[src/rtl/key_event_gen.sv]
// Debounces a raw HID keycode into a stable level and queues one event per new press in a small FIFO.
// Optional auto-repeat of the held key is compiled in when KEY_REPEAT_EN is defined.
module key_event_gen #(
  parameter int KEY_W         = 16,
  parameter int STABLE_CYCLES = 16,
  parameter int FIFO_DEPTH    = 4
`ifdef KEY_REPEAT_EN
  ,
  parameter int REPEAT_DELAY  = 1024,
  parameter int REPEAT_RATE   = 256
`endif
) (
  input  logic                            Clk,
  input  logic                            Reset_n,
  input  logic [KEY_W-1:0]                keycode_raw,
  output logic [KEY_W-1:0]                keycode,
  output logic                            press_pulse,
  output logic                            ev_valid,
  output logic [KEY_W-1:0]                ev_code,
  input  logic                            ev_ready,
  output logic [$clog2(FIFO_DEPTH):0]     ev_count,
  output logic                            ev_overflow
);

  localparam int CNT_W = $clog2(STABLE_CYCLES);
  localparam int AW    = $clog2(FIFO_DEPTH);
  localparam int CW    = AW + 1;

  typedef enum logic {IDLE, HELD} state_t;

  state_t           state, state_next;
  logic [KEY_W-1:0] cand;
  logic [CNT_W-1:0] cnt;
  logic             commit, rep_fire, pulse_next;

  assign commit = (keycode_raw == cand) && (cnt == CNT_W'(STABLE_CYCLES - 1)) && (cand != keycode);

  always_ff @(posedge Clk or negedge Reset_n) begin
    if (!Reset_n) begin
      cand    <= '0;
      cnt     <= '0;
      keycode <= '0;
    end else begin
      if (keycode_raw != cand) begin
        cand <= keycode_raw;
        cnt  <= '0;
      end else if (cnt != CNT_W'(STABLE_CYCLES - 1)) begin
        cnt <= cnt + 1'b1;
      end
      if (commit) keycode <= cand;
    end
  end

`ifdef KEY_REPEAT_EN
  localparam int RMAX = (REPEAT_DELAY > REPEAT_RATE) ? REPEAT_DELAY : REPEAT_RATE;
  localparam int RW   = $clog2(RMAX + 1);

  logic [RW-1:0] rep_cnt;
  logic          rep_first;

  // First repeat waits REPEAT_DELAY cycles after the commit, later ones REPEAT_RATE.
  assign rep_fire = (state == HELD) && !commit &&
                    (rep_cnt == (rep_first ? RW'(REPEAT_DELAY - 1) : RW'(REPEAT_RATE - 1)));

  always_ff @(posedge Clk or negedge Reset_n) begin
    if (!Reset_n) begin
      rep_cnt   <= '0;
      rep_first <= 1'b1;
    end else if (commit) begin
      rep_cnt   <= '0;
      rep_first <= 1'b1;
    end else if (state == HELD) begin
      if (rep_fire) begin
        rep_cnt   <= '0;
        rep_first <= 1'b0;
      end else begin
        rep_cnt <= rep_cnt + 1'b1;
      end
    end
  end
`else
  assign rep_fire = 1'b0;
`endif

  always_comb begin
    state_next = state;
    pulse_next = 1'b0;
    if (commit) begin
      if (cand != '0) begin
        state_next = HELD;
        pulse_next = 1'b1;
      end else begin
        state_next = IDLE;
      end
    end else if (rep_fire) begin
      pulse_next = 1'b1;
    end
  end

  always_ff @(posedge Clk or negedge Reset_n) begin
    if (!Reset_n) begin
      state       <= IDLE;
      press_pulse <= 1'b0;
    end else begin
      state       <= state_next;
      press_pulse <= pulse_next;
    end
  end

  // Event FIFO: the pulse cycle pushes the now-stable keycode one edge after the commit.
  logic [KEY_W-1:0] mem [FIFO_DEPTH];
  logic [CW-1:0]    wr_ptr, rd_ptr;
  logic             full, pop, push_ok;

  assign ev_count = wr_ptr - rd_ptr;
  assign ev_valid = (ev_count != '0);
  assign full     = (ev_count == CW'(FIFO_DEPTH));
  assign pop      = ev_valid && ev_ready;
  assign push_ok  = press_pulse && (!full || pop);
  assign ev_code  = ev_valid ? mem[rd_ptr[AW-1:0]] : '0;

  always_ff @(posedge Clk or negedge Reset_n) begin
    if (!Reset_n) begin
      wr_ptr      <= '0;
      rd_ptr      <= '0;
      ev_overflow <= 1'b0;
    end else begin
      if (push_ok) wr_ptr <= wr_ptr + 1'b1;
      if (pop) rd_ptr <= rd_ptr + 1'b1;
      if (press_pulse && !push_ok) ev_overflow <= 1'b1;
    end
  end

  always_ff @(posedge Clk) begin
    if (push_ok) mem[wr_ptr[AW-1:0]] <= keycode;
  end

endmodule

[config.mk]
export PLATFORM = sky130hd
export DESIGN_NAME = key_event_gen
export DESIGN_NICKNAME = d
export VERILOG_FILES = /design/src/rtl/key_event_gen.sv
export SDC_FILE = /design/constraint.sdc
export NUM_CORES = 1
export LEC_CHECK = 0
export ABC_AREA = 0
export BUFFER_PORTS_ARGS = -buffer_cell sky130_fd_sc_hd__buf_2
export CORE_MARGIN = 1.5
export CORE_UTILIZATION = 47
export DETAILED_ROUTE_END_ITERATION = 16
export HOLD_SLACK_MARGIN = 0.1
export PLACE_DENSITY = 0.67
export SYNTH_ARGS = -nofsm -noshare
export SYNTH_HDL_FRONTEND = slang
export SYNTH_SLANG_ARGS = --single-unit
[constraint.sdc]
create_clock -name Clk -period 3.4 [get_ports Clk]
set_clock_uncertainty 0.05 [all_clocks]
set_input_delay 0.68 -clock Clk [delete_from_list [all_inputs] [get_ports Clk]]
set_output_delay 0.68 -clock Clk [all_outputs]
set_load 0.01 [all_outputs]
==> metrics.txt, run 1 <==
status=completed; Starting Density=0.491; Pre-antenna DRT Iters=4; worst slew pin tran=between 1 and 1.5 ns; share of layout cells above drive strength 1=0.362; dominant cells by area after synthesis=edfxtp_1 42%, dfrtp_1 24%, mux4_2 7.9%, xnor2_1 3.8%, mux2_4 3.3%; DR vias/cell=between 5 and 6; first-pass GRT wire length=around 13000 µm; mean post-synth cell area=16.9 µm²; # placed instances=439; crit path kind=flip-flop to output port; Die Height=roughly 100 µm; Critical Path End Type=output port; core area=between 0.009 and 0.01 mm²; Seq/Total Area, Yosys=0.661; initial antenna violation count=0; fin crit period=3.24 ns; ys flop type=edfxtp_1; detailed placement HPWL=5380 µm; Hold Vio Cnt, Final=0; top-count cell post-synth=edfxtp_1; post-route insts no fill=approximately 460; Startpoint Class=flip-flop; Static Leak=roughly 2.2 nW; routability cong.=between 0.8 and 0.9; Clock Tree Root=clkbuf_8; DR vias=~2300; Pwr Density=between 500 and 600 mW/mm²; Setup violations, final=0; VDD IR max=between 0.0003 and 0.0004 V; total gr overflow=0; Synth Cell Area=about 0.0046 mm²; CTS tree=yes; CTS Hold Buffers Added=0; Worst EP required=2.67 ns; share of the synthesized area in the top cell type=0.420; Num Clock Sinks=~110; Syn Nets=between 200 and 300; asr flop ratio synth=0.407; Die X=a little over 100 µm; ANT cells=0; worst-case clock buffer depth=2; distinct cell type count after synthesis=33; die area=roughly 0.010 mm²; FMAX=308 MHz; Tcrit/Tclk final=0.954; Sum Neg Setup Slack=0 ns; I/O pins=57; drt wl/cell=~17 µm; Net count, final=approximately 350; Min-Delay Path Class=primary input to flip-flop; Post-synth EDFFs=between 60 and 70; largest area contributor in the netlist=edfxtp_1; # DRC=0; Worst Path Arrival=approximately 2.5 ns; Synth top cells by count=64 x edfxtp_1, 44 x dfrtp_1, 20 x and2_1, 20 x xnor2_1, 18 x clkbuf_1; remaining antenna violation count after routing=0; GRT Total Usage=0.166; Final Max Slew Viols=0; CTS H-tree depth=3; initial drt markers=between 70 and 80; RSZ-0062 raised after global routing=false; Post-Synthesis Cells=around 270; Max-cap violations=0; IO buf count=56; Syn. warnings=0; Worst Path Max Fanout=10; # fillers=approximately 760; vias in the first global route=~2300; CTS clk-pin slew, worst paths=0.10 ns; Area Growth Syn to Fin=12.4%; Worst slew margin=0.332; Clock Latency Late Sink=roughly 0.36 ns; post-synthesis register bit count=108; routed wire length=7810 µm; FP Rows=35; CTS Buf Count=9; largest net degree at the start of global routing=45
## power breakdown
part	switching (mW)	internal, mW
sequential	0.0315	1.41
clock	0.427	0.269
combinational	0.361	0.388
total	0.820	2.06
## timing repair
action | CTS | global route
gates cloned | 0 | 0
gates resized for setup | 1 | 3
pin swaps | 0 | 0
endpoints found under the setup margin | 9 | 11
setup buffers | 0 | 0
## path summary, 6_finish.rpt
| path | to | slack (ns) | from | depth (start not counted) |
|---|---|---|---|---|
| max in group asynchronous | keycode[11]$_DFFE_PN0P_ | 2.25 | Reset_n | 1 |
| max | ev_code[13] | 0.16 | wr_ptr[0]$_DFFE_PN0P_ | 8 |
| min in group asynchronous | rd_ptr[2]$_DFFE_PN0P_ | 0.41 | Reset_n | 1 |
| min | cand[7]$_DFFE_PN0N_ | 0.39 | keycode_raw[7] | 1 |
| min reg2reg | ev_overflow$_DFFE_PN0P_ | 0.42 | ev_overflow$_DFFE_PN0P_ | 1 |
| max reg2reg | mem[1][3]$_DFFE_PP_ | 0.18 | wr_ptr[0]$_DFFE_PN0P_ | 7 |
## cell usage in the layout (no fill, tap or decap), drive strengths merged
cell	count
a31oi	1
dfrtp	44
mux4	16
and2	20
mux2	17
nand3	4
clkbuf	9
nor4	11
and4	1
nor3b	1
ha	7
fa	1
nand4	5
xnor2	20
buf	61
clkinvlp	2
clkinv	3
o21ai	1
mux2i	1
xor2	17
nor2	4
nand2	3
inv	7
xnor3	1
a21o	1
edfxtp	64
nor2b	1
nor3	3
## sequential cells by signal (all words and copies together) (netlist names)
signal	count
wr_ptr	3
mem	64
press_pulse	1
rd_ptr	3
keycode	16
cand	16
cnt	4
ev_overflow	1
## logic make-up (layout without fill, tap and decap cells)
logic type / Yosys count / in the layout / share of synthesized area
flops: 108 / 108 / 0.661
simple gates: 53 / 53 / 0.0788
xor+xnor: 38 / 38 / 0.0757
mux: 34 / 34 / 0.131
buf+inv: 27 / 82 / 0.0262
fa+ha+maj: 8 / 8 / 0.0235
compound gates: 3 / 3 / 0.00410
## routing by layer
metal	vias to the layer above	share of wire	GRT usage
met4	0	0.019	0.0641
li1	1085	-	-
met1	1146	0.45	0.218
met2	63	0.48	0.272
met3	13	0.047	0.0386
met5	-	0	0
## worst max-delay path, stage by stage, from the launching register on
cell and delay [ns]:
dfrtp_1 0.39, inv_1 0.11, ha_1 0.22, fa_1 0.37, xnor3_2 0.46, nand3_4 0.14, buf_4 0.20, and2_1 0.14
buf_2 0.13
## layout make-up
type / count / area, µm² / share of cell area
Clock buffer: 9 / 124 / 0.0241
Clock inverter: 7 / 50.0 / 0.00973
Inverter: 5 / 18.8 / 0.00365
Multi-Input combinational cell: 136 / 1450 / 0.282
Sequential cell: 108 / 3020 / 0.588
Tap cell: 129 / 161 / 0.0314
Timing Repair Buffer: 61 / 318 / 0.0618
## metrics by stage
stage / total power [mW] / setup WS (ns) / cell area [µm²] / hold slack (ns) / util
after floorplan: 1.98 / 0.609 / 4580 / 0.334 / -
after global placement: 2.20 / 0.387 / 4950 / 0.404 / 0.531
after detailed placement: 2.21 / 0.204 / 4950 / 0.400 / 0.531
after CTS: 2.91 / 0.0379 / 5130 / 0.374 / 0.550
after global routing: 3.03 / 0.00453 / 5140 / 0.370 / 0.551
final: 2.88 / 0.156 / 5140 / 0.393 / 0.551
Note: power is estimated with default switching activity, not from simulation.
==> inputs of run 2 (changes only) <==
Settings changed: SETUP_SLACK_MARGIN set to 0.5.
==> run 2 against run 1 <==
  * Maximum frequency grew 13%
  * Critical path depth did not move
  * Count of clock-buffer cells in the layout unchanged
  * Power grew 4.9%
  * Sequential cell count is the same
  * Die area did not move
  * Routed wire length grew 4.4%
  * Sequential power about the same
  * Design area grew 2.8%
  * Utilization grew 1.6 points
  * Final cell count increased by 2.2%
  * Global-route usage is 0.52 points higher
==> metrics.txt, run 2 (same netlist as run 1, synthesis figures left out) <==
status=completed; max FFs per register=64 (unchanged); worst-case clock buffer depth=2 (unchanged); first-pass GRT wire length=12900 µm (+3.0%); RSZ-0062 raised after global routing=true; Pwr Density=572 mW/mm² (+2.0%); commonest non-fill, non-tap cell in the layout=edfxtp_1; CTS clk-pin slew, worst paths=0.10 ns (about the same); worst reg-to-reg path cell count=8 (+1); sequence of cells on the critical path=inv_2 > ha_4 > fa_2 > xnor3_2 > nand3_4 > buf_6 > and2_1 > buf_2; Tcrit/Tclk final=0.843 (-0.111); detailed placement HPWL=5380 µm (unchanged); Static Leak=2.23 nW (+2.8%); # DRC=0 (unchanged); worst stage delay on the critical path=0.38 ns (-0.08 ns); delay-heaviest family, CP=adder cells; Die Height=102 µm (unchanged); slowest stage cell, crit path=dfrtp_1; drt wl/cell=17.5 µm (+2.1%); fin crit period=2.87 ns (-0.379 ns); routability cong.=0.815 (unchanged); FF-to-FF End=wr_ptr[2]$_DFFE_PN0P_; die area=0.0103 mm² (unchanged); most frequent cells in the layout=64 x edfxtp_1, 52 x buf_2, 44 x dfrtp_1, 20 x xnor2_1, 17 x xor2_1; worst r2r src=wr_ptr[0]$_DFFE_PN0P_; FP Rows=35 (unchanged); Final Max Slew Viols=0 (unchanged); Net count, final=358 (+2.9%); DR vias/cell=5.17 (+1.9%); total gr overflow=0 (unchanged); Register-to-Register Setup Slack=0.73 ns (+0.55 ns); largest net degree at the start of global routing=45 (unchanged); Clock Latency Late Sink=0.36 ns (about the same); Sum Neg Setup Slack=0 ns (unchanged); IO buf count=56 (unchanged); initial antenna violation count=0 (unchanged); CTS H-tree depth=3 (unchanged); Area Growth Syn to Fin=15.6%; end of the critical path=ev_code[13]; initial drt markers=80 (+5.3%); crit path from=wr_ptr[0]$_DFFE_PN0P_; Worst Path Max Fanout=6 (-4); GRT Total Usage=0.172 (+0.00524); FMAX=349 MHz (+13%); Clock Tree Root=clkbuf_8; Startpoint Class=flip-flop; Design Area, Final=0.00529 mm² (+2.8%); Num Clock Sinks=108 (unchanged); Die X=102 µm (unchanged); crit path kind=flip-flop to output port; routed wire length=8150 µm (+4.4%); Hold Vio Cnt, Final=0 (unchanged); share of layout cells above drive strength 1=0.414 (+0.0517); core area=0.00933 mm² (unchanged); vias in the first global route=2387 (+2.2%); CTS tree=yes; Pre-antenna DRT Iters=4 (unchanged); CTS Buf Count=9 (unchanged); total power=3.02 mW (+4.9%); Worst EP required=2.67 ns (about the same); worst slew pin tran=1.00 ns (+0.00348 ns); remaining antenna violation count after routing=0 (unchanged); Worst slew margin=0.330 (-0.00232); Starting Density=0.491 (unchanged); WP depth=8 (unchanged); Worst Path Arrival=2.14 ns (-0.37 ns); VDD IR max=0.000395 V (+4.4%); Setup violations, final=0 (unchanged); Min-Delay Path Class=primary input to flip-flop; WP buf/inv=3 (unchanged); DR vias=2402 (+4.1%); post-placement cell area=0.00495 mm² (unchanged); Critical Path End Type=output port; ANT cells=0 (unchanged); I/O pins=57 (unchanged); Max-cap violations=0 (unchanged)
## run 2: changes by cell type in the layout (fill, tap and decap cells not counted), moves of 3 or more
cell	previous run	this run
and2_1	19	11
buf_6	0	7
buf_4	5	11
and2_4	0	5
buf_2	56	52
and2_2	1	4
## run 2: cell type report
type | instances | area [µm²]
fillers | 757 | 4040
flip-flops and latches | 108 | 3020
multi-input cells | 137 | 1490
repair buffers | 70 | 422
well taps | 129 | 161
clock buffers | 9 | 124
clock inverters | 7 | 50.0
inverters | 5 | 18.8
## run 2: routing by layer
layer / share of wire / up-vias / global-route usage
li1: - / 1108 / -
met1: 0.45 / 1222 / 0.224
met2: 0.49 / 59 / 0.285
met3: 0.044 / 13 / 0.0380
met4: 0.018 / 0 / 0.0630
met5: 0 / - / 0
## run 2: metrics by stage
| stage | hold WS, ns | instances | setup WS, ns | util |
|---|---|---|---|---|
| 3_5_place_dp | 0.400 | 439 | 0.204 | 0.531 |
| 3_3_place_gp | 0.404 | 439 | 0.387 | 0.531 |
| 6_report | 0.392 | 465 | 0.535 | 0.567 |
| 4_1_cts | 0.374 | 461 | 0.489 | 0.558 |
| 2_1_floorplan | 0.334 | 271 | 0.609 | - |
| 5_1_grt | 0.370 | 465 | 0.449 | 0.567 |
## run 2: worst min path at each step
stage	from	to	slack [ns]	cells past startpoint
after floorplan	Reset_n	cand[0]$_DFFE_PN0N_	0.33	0
after global placement	ev_overflow$_DFFE_PN0P_	ev_overflow$_DFFE_PN0P_	0.40	1
after detailed placement	ev_overflow$_DFFE_PN0P_	ev_overflow$_DFFE_PN0P_	0.40	1
after CTS	keycode_raw[7]	cand[7]$_DFFE_PN0N_	0.37	1
after global routing	keycode_raw[13]	cand[13]$_DFFE_PN0N_	0.37	1
final	keycode_raw[7]	cand[7]$_DFFE_PN0N_	0.39	1
## run 2: timing repair
action                                  4_1_cts  5_1_grt
setup buffers                                 4        4
hold buffers                                  0        0
endpoints found under the setup margin       82       46
pin swaps                                     2        0
cloned                                        2        0
hold endpoints to repair                      0        0
gates resized for setup                      12       12
## run 2: power by group
group          internal, mW  switching, mW
clock network         0.269          0.426
logic                 0.486          0.402
registers              1.41         0.0354
total                  2.16          0.863
==> inputs of run 3 (changes only) <==
Clock period 3.4 ns to 2.7 ns, I/O delays scaled along.
==> run 3 against run 2 <==
  * First-iteration DRC count grew 31%
  * Critical path depth fell by 1
  * Highest routed layer unchanged
  * Die area unchanged
  * Sequential share of layout area down 2.4 points
==> metrics.txt, run 3 (same netlist as run 1, synthesis figures left out) <==
status=completed; Tcrit/Tclk final=0.998; fin crit period=between 2 and 3 ns; Final Max Slew Viols=0 (unchanged); DR vias=2461 (+2.5%); Worst Path Arrival=2.11 ns (-0.03 ns); sw frac=0.285 (-0.000326); Worst EP required=2.11 ns (-0.56 ns); Worst Path Max Fanout=4 (-2); Layout Utilization=0.592 (+0.0248); Comb pwr share=0.323 (+0.029); routed wire length=9010 µm (+11%); FP Rows=35 (unchanged); crit path kind=flip-flop to output port; Die Height=102 µm (unchanged); Net count, final=371 (+3.6%); CTS H-tree depth=3 (unchanged); ANT cells=0 (unchanged); Clock Tree Root=clkbuf_8; VDD IR max=0.000304 V (-23%); Max-cap violations=0 (unchanged); clock network power share=0.228 (-0.002); initial drt markers=105 (+31%); Startpoint Class=flip-flop; worst slew pin tran=0.674 ns (-0.330 ns); FF-to-FF End=mem[3][7]$_DFFE_PP_; RSZ-0062 raised after global routing=true; CTS Buf Count=9 (unchanged); Area Growth Syn to Fin=20.6%; routability cong.=0.766 (-6.0%); remaining antenna violation count after routing=0 (unchanged); die area=0.0103 mm² (unchanged); total gr overflow=0 (unchanged); CTS tree=yes; Static Leak=2.33 nW (+4.5%); DR vias/cell=5.15 (-0.33%); Register-to-Register Setup Slack=0.11 ns (-0.62 ns); Worst slew margin=0.550 (+0.220); Clock Latency Late Sink=0.37 ns (about the same); IO buf count=56 (unchanged); hold_ws=0.140 ns (-0.252 ns); FMAX=between 300 and 400 MHz; commonest non-fill, non-tap cell in the layout=edfxtp_1; Pwr Density=732 mW/mm² (+28%); most frequent cells in the layout=64 x edfxtp_1, 46 x buf_2, 44 x dfrtp_1, 22 x and2_4, 20 x xnor2_1; worst reg-to-reg path cell count=11 (+3); detailed placement HPWL=5510 µm (+2.5%); max FFs per register=64 (unchanged); worst-case clock buffer depth=2 (unchanged); share of layout cells above drive strength 1=0.476 (+0.0620); I/O pins=57 (unchanged); Net Sw Power=1.15 mW (+33%); Die X=102 µm (unchanged); GRT Total Usage=0.189 (+0.0175); Hold Vio Cnt, Final=0 (unchanged); CTS clk-pin slew, worst paths=0.10 ns (about the same); Pre-antenna DRT Iters=4 (unchanged); drt wl/cell=18.8 µm (+7.5%); Starting Density=0.491 (unchanged); # fillers=764 (+0.92%); initial antenna violation count=0 (unchanged); first-pass GRT wire length=13900 µm (+7.8%); # DRC=0 (unchanged); core area=0.00933 mm² (unchanged); cell internal pwr=2.89 mW (+34%); sequential cell fraction of total power=0.449 (-0.027); Setup violations, final=0 (unchanged); largest net degree at the start of global routing=27 (-40%); vias in the first global route=2465 (+3.3%); Critical Path End Type=output port; Min-Delay Path Class=primary input to async pin; worst r2r src=wr_ptr[0]$_DFFE_PN0P_; Num Clock Sinks=108 (unchanged)
## run 3: worst max-delay path, cell delays in order, from the launching register on
cell and delay, ns:
dfrtp_1 0.39, inv_2 0.06, ha_4 0.15, fa_2 0.34, xnor3_2 0.34, nand3_2 0.15
and2_1 0.16, buf_2 0.14
## run 3: worst max-delay path by stage
stage | startpoint | endpoint | slack [ns] | cells after the start
after floorplan | wr_ptr[0]$_DFFE_PN0P_ | wr_ptr[2]$_DFFE_PN0P_ | 0.47 | 8
after global placement | wr_ptr[0]$_DFFE_PN0P_ | ev_code[11] | 0.20 | 7
after detailed placement | wr_ptr[0]$_DFFE_PN0P_ | ev_code[11] | 0.13 | 7
after CTS | rd_ptr[0]$_DFFE_PN0P_ | ev_code[5] | -0.0006 | 6
after global routing | rd_ptr[0]$_DFFE_PN0P_ | ev_code[8] | -0.09 | 6
final | wr_ptr[0]$_DFFE_PN0P_ | ev_code[7] | 0.005 | 7
## run 3: per-layer routing
metal	track usage	part of all wire
met3	0.0331	0.035
met2	0.312	0.50
met1	0.257	0.45
met5	0	0
met4	0.0609	0.0087
## run 3: final cells by class
class | instances | area, µm² | share of cell area
Clock buffer | 10 | 138 | 0.0249
Multi-Input combinational cell | 144 | 1620 | 0.294
Sequential cell | 108 | 3020 | 0.548
Timing Repair Buffer | 76 | 513 | 0.0929
Tap cell | 129 | 161 | 0.0292
Clock inverter | 6 | 45.0 | 0.00816
Inverter | 5 | 18.8 | 0.00340
## run 3: power groups by stage
stage / Clock [mW] / Combinational (mW) / Sequential [mW]
floorplan: 0 / 0.746 / 1.84
global placement: 0 / 0.995 / 1.85
detailed placement: 0 / 1.00 / 1.85
CTS: 0.947 / 1.31 / 1.81
global route: 1.01 / 1.41 / 1.82
finish: 0.921 / 1.31 / 1.81
## run 3: through the flow
stage / setup WS (ns) / cells / total power [mW] / TNS [ns] / instance area (µm²)
floorplan: 0.469 / 271 / 2.59 / 0 / 4640
global placement: 0.204 / 442 / 2.84 / 0 / 5040
detailed placement: 0.126 / 442 / 2.85 / 0 / 5040
CTS: -0.000557 / 476 / 4.07 / -0.000586 / 5500
global route: -0.0894 / 478 / 4.24 / -0.986 / 5520
finish: 0.00483 / 478 / 4.04 / 0 / 5520
## run 3: what timing repair did
| action | 4_1_cts | 5_1_grt |
|---|---|---|
| gates cloned | 8 | 0 |
| hold buffers | 0 | 0 |
| setup endpoints to repair | 85 | 101 |
| pin swaps | 9 | 5 |
| resized for setup | 30 | 2 |
| hold endpoints to repair | 0 | 0 |
| setup buffers | 10 | 2 |
